`config.mk`:
```
export PLATFORM = sky130hd
export DESIGN_NAME = reorder_buffer_flat
export DESIGN_NICKNAME = d
export VERILOG_FILES = /design/src/rtl/reorder_buffer_if.sv /design/src/rtl/reorder_buffer.sv /design/src/flat_wrapper.sv
export SDC_FILE = /design/constraint.sdc
export NUM_CORES = 2
export LEC_CHECK = 0
export ABC_AREA = 1
export CORE_ASPECT_RATIO = 0.7
export CORE_MARGIN = 10
export CORE_UTILIZATION = 25
export DETAILED_ROUTE_END_ITERATION = 8
export DONT_BUFFER_PORTS = 1
export PLACE_DENSITY_LB_ADDON = 0.25
export SETUP_SLACK_MARGIN = 0.4
export SYNTH_ARGS = -nofsm -noshare
export SYNTH_HDL_FRONTEND = slang
export SYNTH_SLANG_ARGS = --single-unit
```
`constraint.sdc`:
```
create_clock -name clk_in -period 8 [get_ports clk_in]
set_clock_uncertainty 0.1 [all_clocks]
set_input_delay 1.6 -clock clk_in [delete_from_list [all_inputs] [get_ports clk_in]]
set_output_delay 1.6 -clock clk_in [all_outputs]
set_load 0.01 [all_outputs]
```
`src/rtl/reorder_buffer_if.sv`:
```
// Decoder-to-ROB dispatch channel: the decoder presents one entry per cycle and
// the ROB answers with its stall flag and the id the next entry will receive.
interface reorder_buffer_if #(
  parameter int ROB_WIDTH_BIT = 3,
  parameter int ROB_TYPE_BIT  = 2
);
  logic                     rob_valid;
  logic [ROB_TYPE_BIT-1:0]  rob_type;
  logic [4:0]               rob_reg_id;
  logic [31:0]              rob_value;
  logic [31:0]              rob_inst_addr;
  logic [31:0]              rob_jump_addr;
  logic                     rob_ready;
  logic                     rob_full;
  logic [ROB_WIDTH_BIT-1:0] rob_free_id;

  modport master (
    output rob_valid, rob_type, rob_reg_id, rob_value,
           rob_inst_addr, rob_jump_addr, rob_ready,
    input  rob_full, rob_free_id
  );

  modport slave (
    input  rob_valid, rob_type, rob_reg_id, rob_value,
           rob_inst_addr, rob_jump_addr, rob_ready,
    output rob_full, rob_free_id
  );
endinterface

```
`src/rtl/reorder_buffer.sv`:
```
// Circular in-order reorder buffer: allocates at the tail, gathers CDB results,
// retires from the head and flushes the machine on a taken branch.
module reorder_buffer #(
  parameter int ROB_WIDTH_BIT = 3,
  parameter int ROB_TYPE_BIT  = 2
) (
  input  logic                     clk_in,
  input  logic                     rst_in,
  input  logic                     rdy_in,
  reorder_buffer_if.slave          disp,
  input  logic                     rs_cdb_valid,
  input  logic [ROB_WIDTH_BIT-1:0] rs_cdb_rob_id,
  input  logic [31:0]              rs_cdb_value,
  input  logic                     lsb_cdb_valid,
  input  logic [ROB_WIDTH_BIT-1:0] lsb_cdb_rob_id,
  input  logic [31:0]              lsb_cdb_value,
  output logic                     rf_rename_valid,
  output logic [4:0]               rf_rename_reg,
  output logic [ROB_WIDTH_BIT-1:0] rf_rename_rob,
  output logic                     rf_commit_valid,
  output logic [4:0]               rf_commit_reg,
  output logic [ROB_WIDTH_BIT-1:0] rf_commit_rob,
  output logic [31:0]              rf_commit_value,
  output logic                     lsb_store_commit,
  output logic [ROB_WIDTH_BIT-1:0] lsb_store_rob,
  output logic                     flush,
  output logic [31:0]              if_set_addr,
  output logic                     halt
);
  localparam int unsigned SIZE = 2 ** ROB_WIDTH_BIT;
  localparam logic [ROB_TYPE_BIT-1:0] TYPE_RG = ROB_TYPE_BIT'(0);
  localparam logic [ROB_TYPE_BIT-1:0] TYPE_ST = ROB_TYPE_BIT'(1);
  localparam logic [ROB_TYPE_BIT-1:0] TYPE_BR = ROB_TYPE_BIT'(2);
  localparam logic [ROB_TYPE_BIT-1:0] TYPE_EX = ROB_TYPE_BIT'(3);

  typedef logic [ROB_WIDTH_BIT-1:0] id_t;
  typedef logic [ROB_WIDTH_BIT:0]   cnt_t;

  // The PC is not kept: only the jump target is needed at retirement.
  logic                    busy_q  [SIZE], busy_d  [SIZE];
  logic                    ready_q [SIZE], ready_d [SIZE];
  logic [ROB_TYPE_BIT-1:0] type_q  [SIZE], type_d  [SIZE];
  logic [4:0]              reg_q   [SIZE], reg_d   [SIZE];
  logic [31:0]             value_q [SIZE], value_d [SIZE];
  logic [31:0]             jump_q  [SIZE], jump_d  [SIZE];

  id_t         head_q, head_d, tail_q, tail_d;
  cnt_t        count_q, count_d;
  logic        halt_q, halt_d, flush_q, flush_d, drop_q, drop_d;
  logic [31:0] if_set_addr_q, if_set_addr_d;
  logic        rename_valid_q, rename_valid_d;
  logic [4:0]  rename_reg_q, rename_reg_d;
  id_t         rename_rob_q, rename_rob_d;
  logic        commit_valid_q, commit_valid_d;
  logic [4:0]  commit_reg_q, commit_reg_d;
  id_t         commit_rob_q, commit_rob_d;
  logic [31:0] commit_value_q, commit_value_d;
  logic        store_commit_q, store_commit_d;
  id_t         store_rob_q, store_rob_d;

  logic commit_en, alloc_en, taken;

  always_comb begin
    busy_d  = busy_q;
    ready_d = ready_q;
    type_d  = type_q;
    reg_d   = reg_q;
    value_d = value_q;
    jump_d  = jump_q;
    head_d  = head_q;
    tail_d  = tail_q;
    count_d = count_q;
    halt_d  = halt_q;
    flush_d = flush_q;
    drop_d  = drop_q;
    if_set_addr_d  = if_set_addr_q;
    rename_valid_d = rename_valid_q;
    rename_reg_d   = rename_reg_q;
    rename_rob_d   = rename_rob_q;
    commit_valid_d = commit_valid_q;
    commit_reg_d   = commit_reg_q;
    commit_rob_d   = commit_rob_q;
    commit_value_d = commit_value_q;
    store_commit_d = store_commit_q;
    store_rob_d    = store_rob_q;
    commit_en = 1'b0;
    alloc_en  = 1'b0;
    taken     = 1'b0;

    if (rdy_in) begin
      flush_d        = 1'b0;
      if_set_addr_d  = '0;
      rename_valid_d = 1'b0;
      rename_reg_d   = '0;
      rename_rob_d   = '0;
      commit_valid_d = 1'b0;
      commit_reg_d   = '0;
      commit_rob_d   = '0;
      commit_value_d = '0;
      store_commit_d = 1'b0;
      store_rob_d    = '0;
      drop_d         = flush_q;

      commit_en = !halt_q && busy_q[head_q] && ready_q[head_q];
      taken     = commit_en && (type_q[head_q] == TYPE_BR) && value_q[head_q][0];
      // The decoder clears itself on flush, so dispatches in the flush cycle and the one after are stale.
      alloc_en  = disp.rob_valid && !flush_q && !drop_q && !taken;

      // LSB is applied second so it wins when both buses hit the same id.
      if (rs_cdb_valid && busy_q[rs_cdb_rob_id]) begin
        value_d[rs_cdb_rob_id] = rs_cdb_value;
        ready_d[rs_cdb_rob_id] = 1'b1;
      end
      if (lsb_cdb_valid && busy_q[lsb_cdb_rob_id]) begin
        value_d[lsb_cdb_rob_id] = lsb_cdb_value;
        ready_d[lsb_cdb_rob_id] = 1'b1;
      end

      if (commit_en) begin
        busy_d[head_q] = 1'b0;
        head_d         = head_q + 1'b1;
        case (type_q[head_q])
          TYPE_RG: if (reg_q[head_q] != '0) begin
            commit_valid_d = 1'b1;
            commit_reg_d   = reg_q[head_q];
            commit_rob_d   = head_q;
            commit_value_d = value_q[head_q];
          end
          TYPE_ST: begin
            store_commit_d = 1'b1;
            store_rob_d    = head_q;
          end
          TYPE_BR: if (taken) begin
            flush_d       = 1'b1;
            if_set_addr_d = jump_q[head_q];
          end
          TYPE_EX: halt_d = 1'b1;
          default: ;
        endcase
      end

      if (alloc_en) begin
        busy_d[tail_q]  = 1'b1;
        ready_d[tail_q] = disp.rob_ready;
        type_d[tail_q]  = disp.rob_type;
        reg_d[tail_q]   = disp.rob_reg_id;
        value_d[tail_q] = disp.rob_value;
        jump_d[tail_q]  = disp.rob_jump_addr;
        tail_d          = tail_q + 1'b1;
        if (disp.rob_type == TYPE_RG && disp.rob_reg_id != '0) begin
          rename_valid_d = 1'b1;
          rename_reg_d   = disp.rob_reg_id;
          rename_rob_d   = tail_q;
        end
      end

      count_d = count_q + cnt_t'(alloc_en) - cnt_t'(commit_en);

      if (taken) begin
        for (int unsigned i = 0; i < SIZE; i++) busy_d[i] = 1'b0;
        head_d  = '0;
        tail_d  = '0;
        count_d = '0;
      end
    end
  end

  always_ff @(posedge clk_in) begin
    if (rst_in) begin
      busy_q  <= '{default: 1'b0};
      ready_q <= '{default: 1'b0};
      type_q  <= '{default: '0};
      reg_q   <= '{default: '0};
      value_q <= '{default: '0};
      jump_q  <= '{default: '0};
      head_q  <= '0;
      tail_q  <= '0;
      count_q <= '0;
      halt_q  <= 1'b0;
      flush_q <= 1'b0;
      drop_q  <= 1'b0;
      if_set_addr_q  <= '0;
      rename_valid_q <= 1'b0;
      rename_reg_q   <= '0;
      rename_rob_q   <= '0;
      commit_valid_q <= 1'b0;
      commit_reg_q   <= '0;
      commit_rob_q   <= '0;
      commit_value_q <= '0;
      store_commit_q <= 1'b0;
      store_rob_q    <= '0;
    end else begin
      busy_q  <= busy_d;
      ready_q <= ready_d;
      type_q  <= type_d;
      reg_q   <= reg_d;
      value_q <= value_d;
      jump_q  <= jump_d;
      head_q  <= head_d;
      tail_q  <= tail_d;
      count_q <= count_d;
      halt_q  <= halt_d;
      flush_q <= flush_d;
      drop_q  <= drop_d;
      if_set_addr_q  <= if_set_addr_d;
      rename_valid_q <= rename_valid_d;
      rename_reg_q   <= rename_reg_d;
      rename_rob_q   <= rename_rob_d;
      commit_valid_q <= commit_valid_d;
      commit_reg_q   <= commit_reg_d;
      commit_rob_q   <= commit_rob_d;
      commit_value_q <= commit_value_d;
      store_commit_q <= store_commit_d;
      store_rob_q    <= store_rob_d;
    end
  end

  // One slot stays reserved for the dispatch already registered inside the decoder.
  assign disp.rob_full    = (count_q >= cnt_t'(SIZE - 1));
  assign disp.rob_free_id = tail_q;

  assign rf_rename_valid  = rename_valid_q;
  assign rf_rename_reg    = rename_reg_q;
  assign rf_rename_rob    = rename_rob_q;
  assign rf_commit_valid  = commit_valid_q;
  assign rf_commit_reg    = commit_reg_q;
  assign rf_commit_rob    = commit_rob_q;
  assign rf_commit_value  = commit_value_q;
  assign lsb_store_commit = store_commit_q;
  assign lsb_store_rob    = store_rob_q;
  assign flush            = flush_q;
  assign if_set_addr      = if_set_addr_q;
  assign halt             = halt_q;
endmodule
```
`src/flat_wrapper.sv`:
```
// flat-port wrapper written by rule: the top's interface ports become plain ports
module reorder_buffer_flat 
#(
  parameter int ROB_WIDTH_BIT = 3,
  parameter int ROB_TYPE_BIT  = 2
)
  (clk_in, rst_in, rdy_in, rs_cdb_valid, rs_cdb_rob_id, rs_cdb_value, lsb_cdb_valid, lsb_cdb_rob_id, lsb_cdb_value, rf_rename_valid, rf_rename_reg, rf_rename_rob, rf_commit_valid, rf_commit_reg, rf_commit_rob, rf_commit_value, lsb_store_commit, lsb_store_rob, flush, if_set_addr, halt, disp_rob_valid, disp_rob_type, disp_rob_reg_id, disp_rob_value, disp_rob_inst_addr, disp_rob_jump_addr, disp_rob_ready, disp_rob_full, disp_rob_free_id);
  reorder_buffer_if #(.ROB_WIDTH_BIT(ROB_WIDTH_BIT), .ROB_TYPE_BIT(ROB_TYPE_BIT)) disp_i ();
  input  logic clk_in;
  input  logic rst_in;
  input  logic rdy_in;
  input  logic rs_cdb_valid;
  input  logic [ROB_WIDTH_BIT-1:0] rs_cdb_rob_id;
  input  logic [31:0] rs_cdb_value;
  input  logic lsb_cdb_valid;
  input  logic [ROB_WIDTH_BIT-1:0] lsb_cdb_rob_id;
  input  logic [31:0] lsb_cdb_value;
  output logic rf_rename_valid;
  output logic [4:0] rf_rename_reg;
  output logic [ROB_WIDTH_BIT-1:0] rf_rename_rob;
  output logic rf_commit_valid;
  output logic [4:0] rf_commit_reg;
  output logic [ROB_WIDTH_BIT-1:0] rf_commit_rob;
  output logic [31:0] rf_commit_value;
  output logic lsb_store_commit;
  output logic [ROB_WIDTH_BIT-1:0] lsb_store_rob;
  output logic flush;
  output logic [31:0] if_set_addr;
  output logic halt;
  input wire logic [$bits(disp_i.rob_valid)-1:0] disp_rob_valid;
  input wire logic [$bits(disp_i.rob_type)-1:0] disp_rob_type;
  input wire logic [$bits(disp_i.rob_reg_id)-1:0] disp_rob_reg_id;
  input wire logic [$bits(disp_i.rob_value)-1:0] disp_rob_value;
  input wire logic [$bits(disp_i.rob_inst_addr)-1:0] disp_rob_inst_addr;
  input wire logic [$bits(disp_i.rob_jump_addr)-1:0] disp_rob_jump_addr;
  input wire logic [$bits(disp_i.rob_ready)-1:0] disp_rob_ready;
  output wire logic [$bits(disp_i.rob_full)-1:0] disp_rob_full;
  output wire logic [$bits(disp_i.rob_free_id)-1:0] disp_rob_free_id;
  assign disp_i.rob_valid = disp_rob_valid;
  assign disp_i.rob_type = disp_rob_type;
  assign disp_i.rob_reg_id = disp_rob_reg_id;
  assign disp_i.rob_value = disp_rob_value;
  assign disp_i.rob_inst_addr = disp_rob_inst_addr;
  assign disp_i.rob_jump_addr = disp_rob_jump_addr;
  assign disp_i.rob_ready = disp_rob_ready;
  assign disp_rob_full = disp_i.rob_full;
  assign disp_rob_free_id = disp_i.rob_free_id;
  reorder_buffer #(.ROB_WIDTH_BIT(ROB_WIDTH_BIT), .ROB_TYPE_BIT(ROB_TYPE_BIT)) u_core (.clk_in(clk_in), .rst_in(rst_in), .rdy_in(rdy_in), .disp(disp_i), .rs_cdb_valid(rs_cdb_valid), .rs_cdb_rob_id(rs_cdb_rob_id), .rs_cdb_value(rs_cdb_value), .lsb_cdb_valid(lsb_cdb_valid), .lsb_cdb_rob_id(lsb_cdb_rob_id), .lsb_cdb_value(lsb_cdb_value), .rf_rename_valid(rf_rename_valid), .rf_rename_reg(rf_rename_reg), .rf_rename_rob(rf_rename_rob), .rf_commit_valid(rf_commit_valid), .rf_commit_reg(rf_commit_reg), .rf_commit_rob(rf_commit_rob), .rf_commit_value(rf_commit_value), .lsb_store_commit(lsb_store_commit), .lsb_store_rob(lsb_store_rob), .flush(flush), .if_set_addr(if_set_addr), .halt(halt));
endmodule
```
=== After elaboration in Yosys (flattened, before gate mapping) ===
Index checks and enable logic that the tools add are counted.

* Bits in latches: 0
* Input port bits: 180
* Register bits: 683
* Memory bits (writable): 0
* Bits in read-only memories: 0
* Output and inout port bits: 92
* Memories kept: 0

* $add $sub $neg: 4
* Reductions and logical operators: 28
* Equality and inequality tests: 3
* $mul: 0
* Muxes and demuxes: 96
* $lt $le $gt $ge: 9
* Div/mod/pow operators: 0
* Bitwise logic cells: 9
* Shift-type cells: 0

{| class="wikitable"
|+ Operators with widths
! kind !! count
|-
| 256-bit 2-to-1 mux || 5
|-
| 256-bit bitwise mux || 4
|-
| 32-bit 2-to-1 mux || 13
|-
| 32-bit demux with 3-bit select || 3
|-
| 32-bit binary-select mux with 3-bit select || 2
|-
| 8-bit 2-to-1 mux || 9
|-
| 40-bit bitwise mux || 1
|-
| 5-bit 2-to-1 mux || 8
|-
| 3-bit 2-to-1 mux || 11
|-
| 8-bit OR || 3
|-
| 1-bit 2-to-1 mux || 22
|-
| 16-bit bitwise mux || 1
|-
| 4-bit >= comparator, second input constant || 4
|-
| 4-bit by 1-bit < comparator with 1-bit output, second input constant || 4
|-
| 3-bit NOT with 4-bit output || 4
|-
| 5-bit binary-select mux with 3-bit select || 1
|-
| 5-bit demux with 3-bit select || 1
|-
| 1-bit logical AND || 14
|-
| 1-bit binary-select mux with 3-bit select || 4
|-
| 1-bit demux with 3-bit select || 4
|-
| 5-bit nonzero test || 2
|-
| 8-bit AND || 1
|-
| 8-bit bitwise mux || 1
|-
| 8-bit NOT || 1
|-
| 15 further kinds || 26
|}

=== Longest topological paths before layout ===
* Word-level depth: 13
* Gate-level depth with buffers: 19
* Mapped depth without buffers: 17

=== Worst setup path before layout ===
OpenSTA, ideal clock, no wires.

* Kind: input to register
* Start point: in rdy_in
* End point: reg u_core.value_q[103] in the netlist's numbering
* Path slack: 4.668 ns
* Buffers on the path: 5
* Required time: 7.843 ns
* Cell stages on the path: 10
* Arrival: 3.176 ns
* Cell sequence: clkbuf_1 -> inv_1 -> buf_2 -> buf_1 -> clkbuf_1 -> clkbuf_1 -> nand2_1 -> nand3_1 -> nand2_1 -> inv_1

{| class="wikitable"
|+ RTL lines
! element !! line !! source
|-
| start, declared || flat_wrapper.sv:11 || <nowiki>input logic rdy_in;</nowiki>
|-
| end signal, assigned || reorder_buffer.sv:197 || <nowiki>value_q <= value_d;</nowiki>
|-
| end, declared || reorder_buffer.sv:44 || <nowiki>logic [31:0] value_q [SIZE], value_d [SIZE];</nowiki>
|}

=== Worst setup path in the final report ===
* Start point: reg u_core.head_q[1]
* End point: reg u_core.jump_q[156] in the netlist's numbering

* Cells in the longest elaborated chain, start to end: 11
* Elaborated cells between the ends (all ways): 21

{| class="wikitable"
|+ RTL lines
! element !! line !! source
|-
| start, declared || reorder_buffer.sv:47 || <nowiki>id_t head_q, head_d, tail_q, tail_d;</nowiki>
|-
| start signal, assigned || reorder_buffer.sv:176 || <nowiki>head_q <= '0;</nowiki>
|-
| start signal, assigned || reorder_buffer.sv:199 || <nowiki>head_q <= head_d;</nowiki>
|-
| 3-bit NOT with 4-bit output (implied by the code) * || reorder_buffer.sv:104, reorder_buffer.sv:105 ||
|-
| 1-bit binary-select mux with 3-bit select || reorder_buffer.sv:104 || <nowiki>commit_en = !halt_q && busy_q[head_q] && ready_q[head_q];</nowiki>
|-
| 1-bit 2-to-1 mux (implied by the code) (2 in series) || reorder_buffer.sv:104 ||
|-
| 1-bit logical AND (2 in series) || reorder_buffer.sv:104 ||
|-
| 1-bit logical AND || reorder_buffer.sv:105 || <nowiki>taken = commit_en && (type_q[head_q] == TYPE_BR) && value_q[head_q][0];</nowiki>
|-
| 1-bit logical AND * || reorder_buffer.sv:105 ||
|-
| 1-bit zero test * || reorder_buffer.sv:107 || <nowiki>alloc_en = disp.rob_valid && !flush_q && !drop_q && !taken;</nowiki>
|-
| 1-bit logical AND * || reorder_buffer.sv:107 ||
|-
| 2-bit AND reduction (no source line) * || -- ||
|-
| end signal, assigned || reorder_buffer.sv:198 || <nowiki>jump_q <= jump_d;</nowiki>
|-
| end, declared || reorder_buffer.sv:45 || <nowiki>logic [31:0] jump_q [SIZE], jump_d [SIZE];</nowiki>
|}

Mark *: on every way between the ends. The rest lies on a longest branch, timed or not. The select of a mux whose other input is x is not followed.
A chain may end at the register's enable or synchronous reset.

==> results.py <==
metrics = {
    "placed_design": {
        "gp_congestion": 0.8235,
        "place_hpwl_mm": 121.8,
        "dp_cells": 8643,
        "io_buffers": 0,
    },
    "min_path": {
        "min_from": "u_core.count_q[3]",
        "hp-class": "flop to flop",
    },
    "critical_path": {
        "start_kind": "flop",
        "reg2reg_to": "u_core.jump_q[156]",
        "r2r-start": "u_core.head_q[1]",
        "crit_end": "u_core.jump_q[156]",
        "rrSetupSlack_ns": 2.78,
        "arrival_ns": 5.73,
        "end_kind": "flop",
        "critPathLaunch": "u_core.head_q[1]",
        "path_class": "flop to flop",
        "reg2reg_depth": 13,
        "required_ns": 8.50,
        "cp_max_fo": 56,
    },
    "routing": {
        "dr_wl_met2_mm": 97.83,
        "drtIter0Drc": 6364,
        "viasPerCell": 5.497,
        "wl_met1_mm": 97.21,
        "wirelength_mm": 229.7,
        "highest_layer": "met5",
        "met3_length_mm": 24.26,
        "route.detailed.drc": 0,
        "wire_per_inst_um": 26.05,
        "ant_nets": 0,
        "vias": 48473,
        "dr.pass1.iters": 8,
    },
    "clock_tree": {
        "cts_sinks": 683,
        "cts_resized": 0,
        "cts_tree": "yes",
        "insertion_delay_ns": 0.73,
        "cts_made_buffers": 85,
        "ctsHoldBuffers": 0,
        "clk_pin_slew_ns": 0.06,
        "root_buffer": "clkbuf_16",
        "clockBufferDepth": 3,
        "h-tree-depth": 3,
        "postCtsSetupRepairBufs": 0,
    },
    "timing": {
        "period_minus_slack_ns": 5.224,
        "setup_viol": 0,
        "hold_viol": 0,
        "post-route-period-util_pct": 65.30,
        "fmax_mhz": 191.4,
        "setup_tns_ns": 0,
        "rsz0062_at_grt": "no",
        "report.final.slew_viol_count": 0,
        "relSlewSlack_pct": 17.60,
        "tightestPinTransition_ns": 1.236,
    },
    "finish": {
        "layout_common_cells": "nand2_1, nor2_1, nand3_1",
        "area.growth.synth_to_final_pct": 9.427,
        "reg_top3": "u_core.jump_q: 256 flops, u_core.value_q: 256 flops, u_core.reg_q: 40 flops",
        "final_layout_size_suffix_gt1_share_pct": 4.915,
        "n_fill_cell": 18501,
        "nets": 6696,
        "layout_commonest_cell": "nand2_1",
        "instances_no_fill": 8818,
    },
    "floorplanning": {
        "die_area_sq_um": 185500,
        "fp-row-count": 125,
        "die_w_um": 510.5,
        "num_io_pins": 272,
        "die_h_um": 363.3,
        "start_util_pct": 25.25,
        "coreArea_sq_um": 166700,
    },
    "logic_synthesis": {
        "synth_flop_cell": "dfxtp_1",
        "syn_avg_cell_area_sq_um": 6.025,
        "synth_area_leaders": "dfxtp_1, nand2_1, nand3_1",
        "yosysUniqueCellTypes": 40,
        "yosysWarnings": 0,
        "syn_area_sq_um": 42100,
        "synth_seq_cells": 683,
        "syn_inst": 6988,
        "syn-num-nets": 7176,
        "synth_top_cell_by_area": "dfxtp_1",
        "synth_edf_count": 0,
        "synthArstFlopShare_pct": 0,
        "synth_top_area_share_pct": 32.48,
        "yosysSeqAreaShare_pct": 32.48,
    },
    "grt": {
        "grt_pass1_wl_mm": 325.5,
        "overflow": 0,
        "grt_max_degree": 467,
        "antenna_found_initial": 37,
        "grt_use_total_pct": 23.44,
        "grt_pass1_vias": 43940,
    },
    "power_and_ir_drop": {
        "p_per_area_nw_per_um2": 179.1,
        "leakage_nw": 20.85,
        "ir_drop_mv": 0.1579,
    },
    "run": {
        "maxCapViolations": 0,
    },
    "status": {
        "status": "finished clean",
    },
}
## logic make-up (layout without fill, tap and decap cells)
kind of cell / after synthesis / in the layout / synth area share [%]
buffers and inverters: 1205 / 789 / 11.64
other: 0 / 24 / 0
xor gates and xnor gates: 3 / 3 / 0.06242
AOI/OAI and AO/OA: 1006 / 1006 / 12.88
DFF: 683 / 683 / 32.48
and+or+nand+nor: 4083 / 4083 / 42.68
adders and majority gates: 8 / 8 / 0.2556
## how the worst min path moves through the flow
| stage | cells past startpoint | end |
|---|---|---|
| after floorplan | 2 | u_core.drop_q |
| after global placement | 2 | u_core.drop_q |
| after detailed placement | 2 | u_core.count_q[3] |
| after CTS | 2 | u_core.count_q[3] |
| after global routing | 2 | u_core.count_q[3] |
| final | 2 | u_core.count_q[3] |
## power breakdown
group / switching (mW) / total [mW] / internal (mW)
combinational: 0.546 / 0.710 / 0.165
clock: 1.76 / 4.05 / 2.29
sequential: 0.0385 / 3.49 / 3.45
total: 2.34 / 8.25 / 5.91
## Yosys cell counts, drive strengths merged (37+ instances only)
master,n
a21oi,112
buf,251
clkbuf,395
dfxtp,683
inv,559
nand2,1544
nand3,919
nand3b,39
nand4,399
nor2,1100
nor3,37
o21ai,659
o22ai,188
## routing by layer
layer  vias to the layer above  GRT usage (%)
met1                     23001          31.23
met4                        26          10.30
met5                         -              0
li1                      22106              -
met3                       533          5.905
met2                      2807          35.66
## per-stage QoR
step	cell area (sq um)	utilization, %	hold slack, ns	setup WS, ns	power, mW
floorplan	42100	-	0.3345	4.668	4.089
CTS	46010	27.60	0.3692	2.780	8.300
global route	46050	27.62	0.3922	2.550	8.484
finish	46070	27.63	0.3656	2.776	8.249
global placement	43150	25.88	0.3486	2.856	4.247
detailed placement	43150	25.88	0.3603	2.801	4.252
## cell type report
class | count | area (sq um) | share of cell area [%]
tap | 2222 | 2780 | 6.035
timing repair buffer | 79 | 618.1 | 1.342
clock buffer | 129 | 2482 | 5.388
antenna | 24 | 60.06 | 0.1304
inverter | 559 | 2117 | 4.595
clock inverter | 22 | 374.1 | 0.8121
sequential | 683 | 13670 | 29.68
multi-input combinational | 5100 | 23960 | 52.02
## worst max-delay path: stages (launching register included)
cell	delay, ns
dfxtp_1	0.80
nand2_1	0.22
inv_2	0.21
nand2_4	0.42
o21ai_1	0.29
nor2_1	0.10
nand3_2	0.21
nor2_2	0.12
nor2_4	0.14
buf_4	0.72
nand3_4	0.81
buf_4	0.57
nor2_1	0.16
nor2_1	0.06
Note: power is estimated with default switching activity, not from simulation.
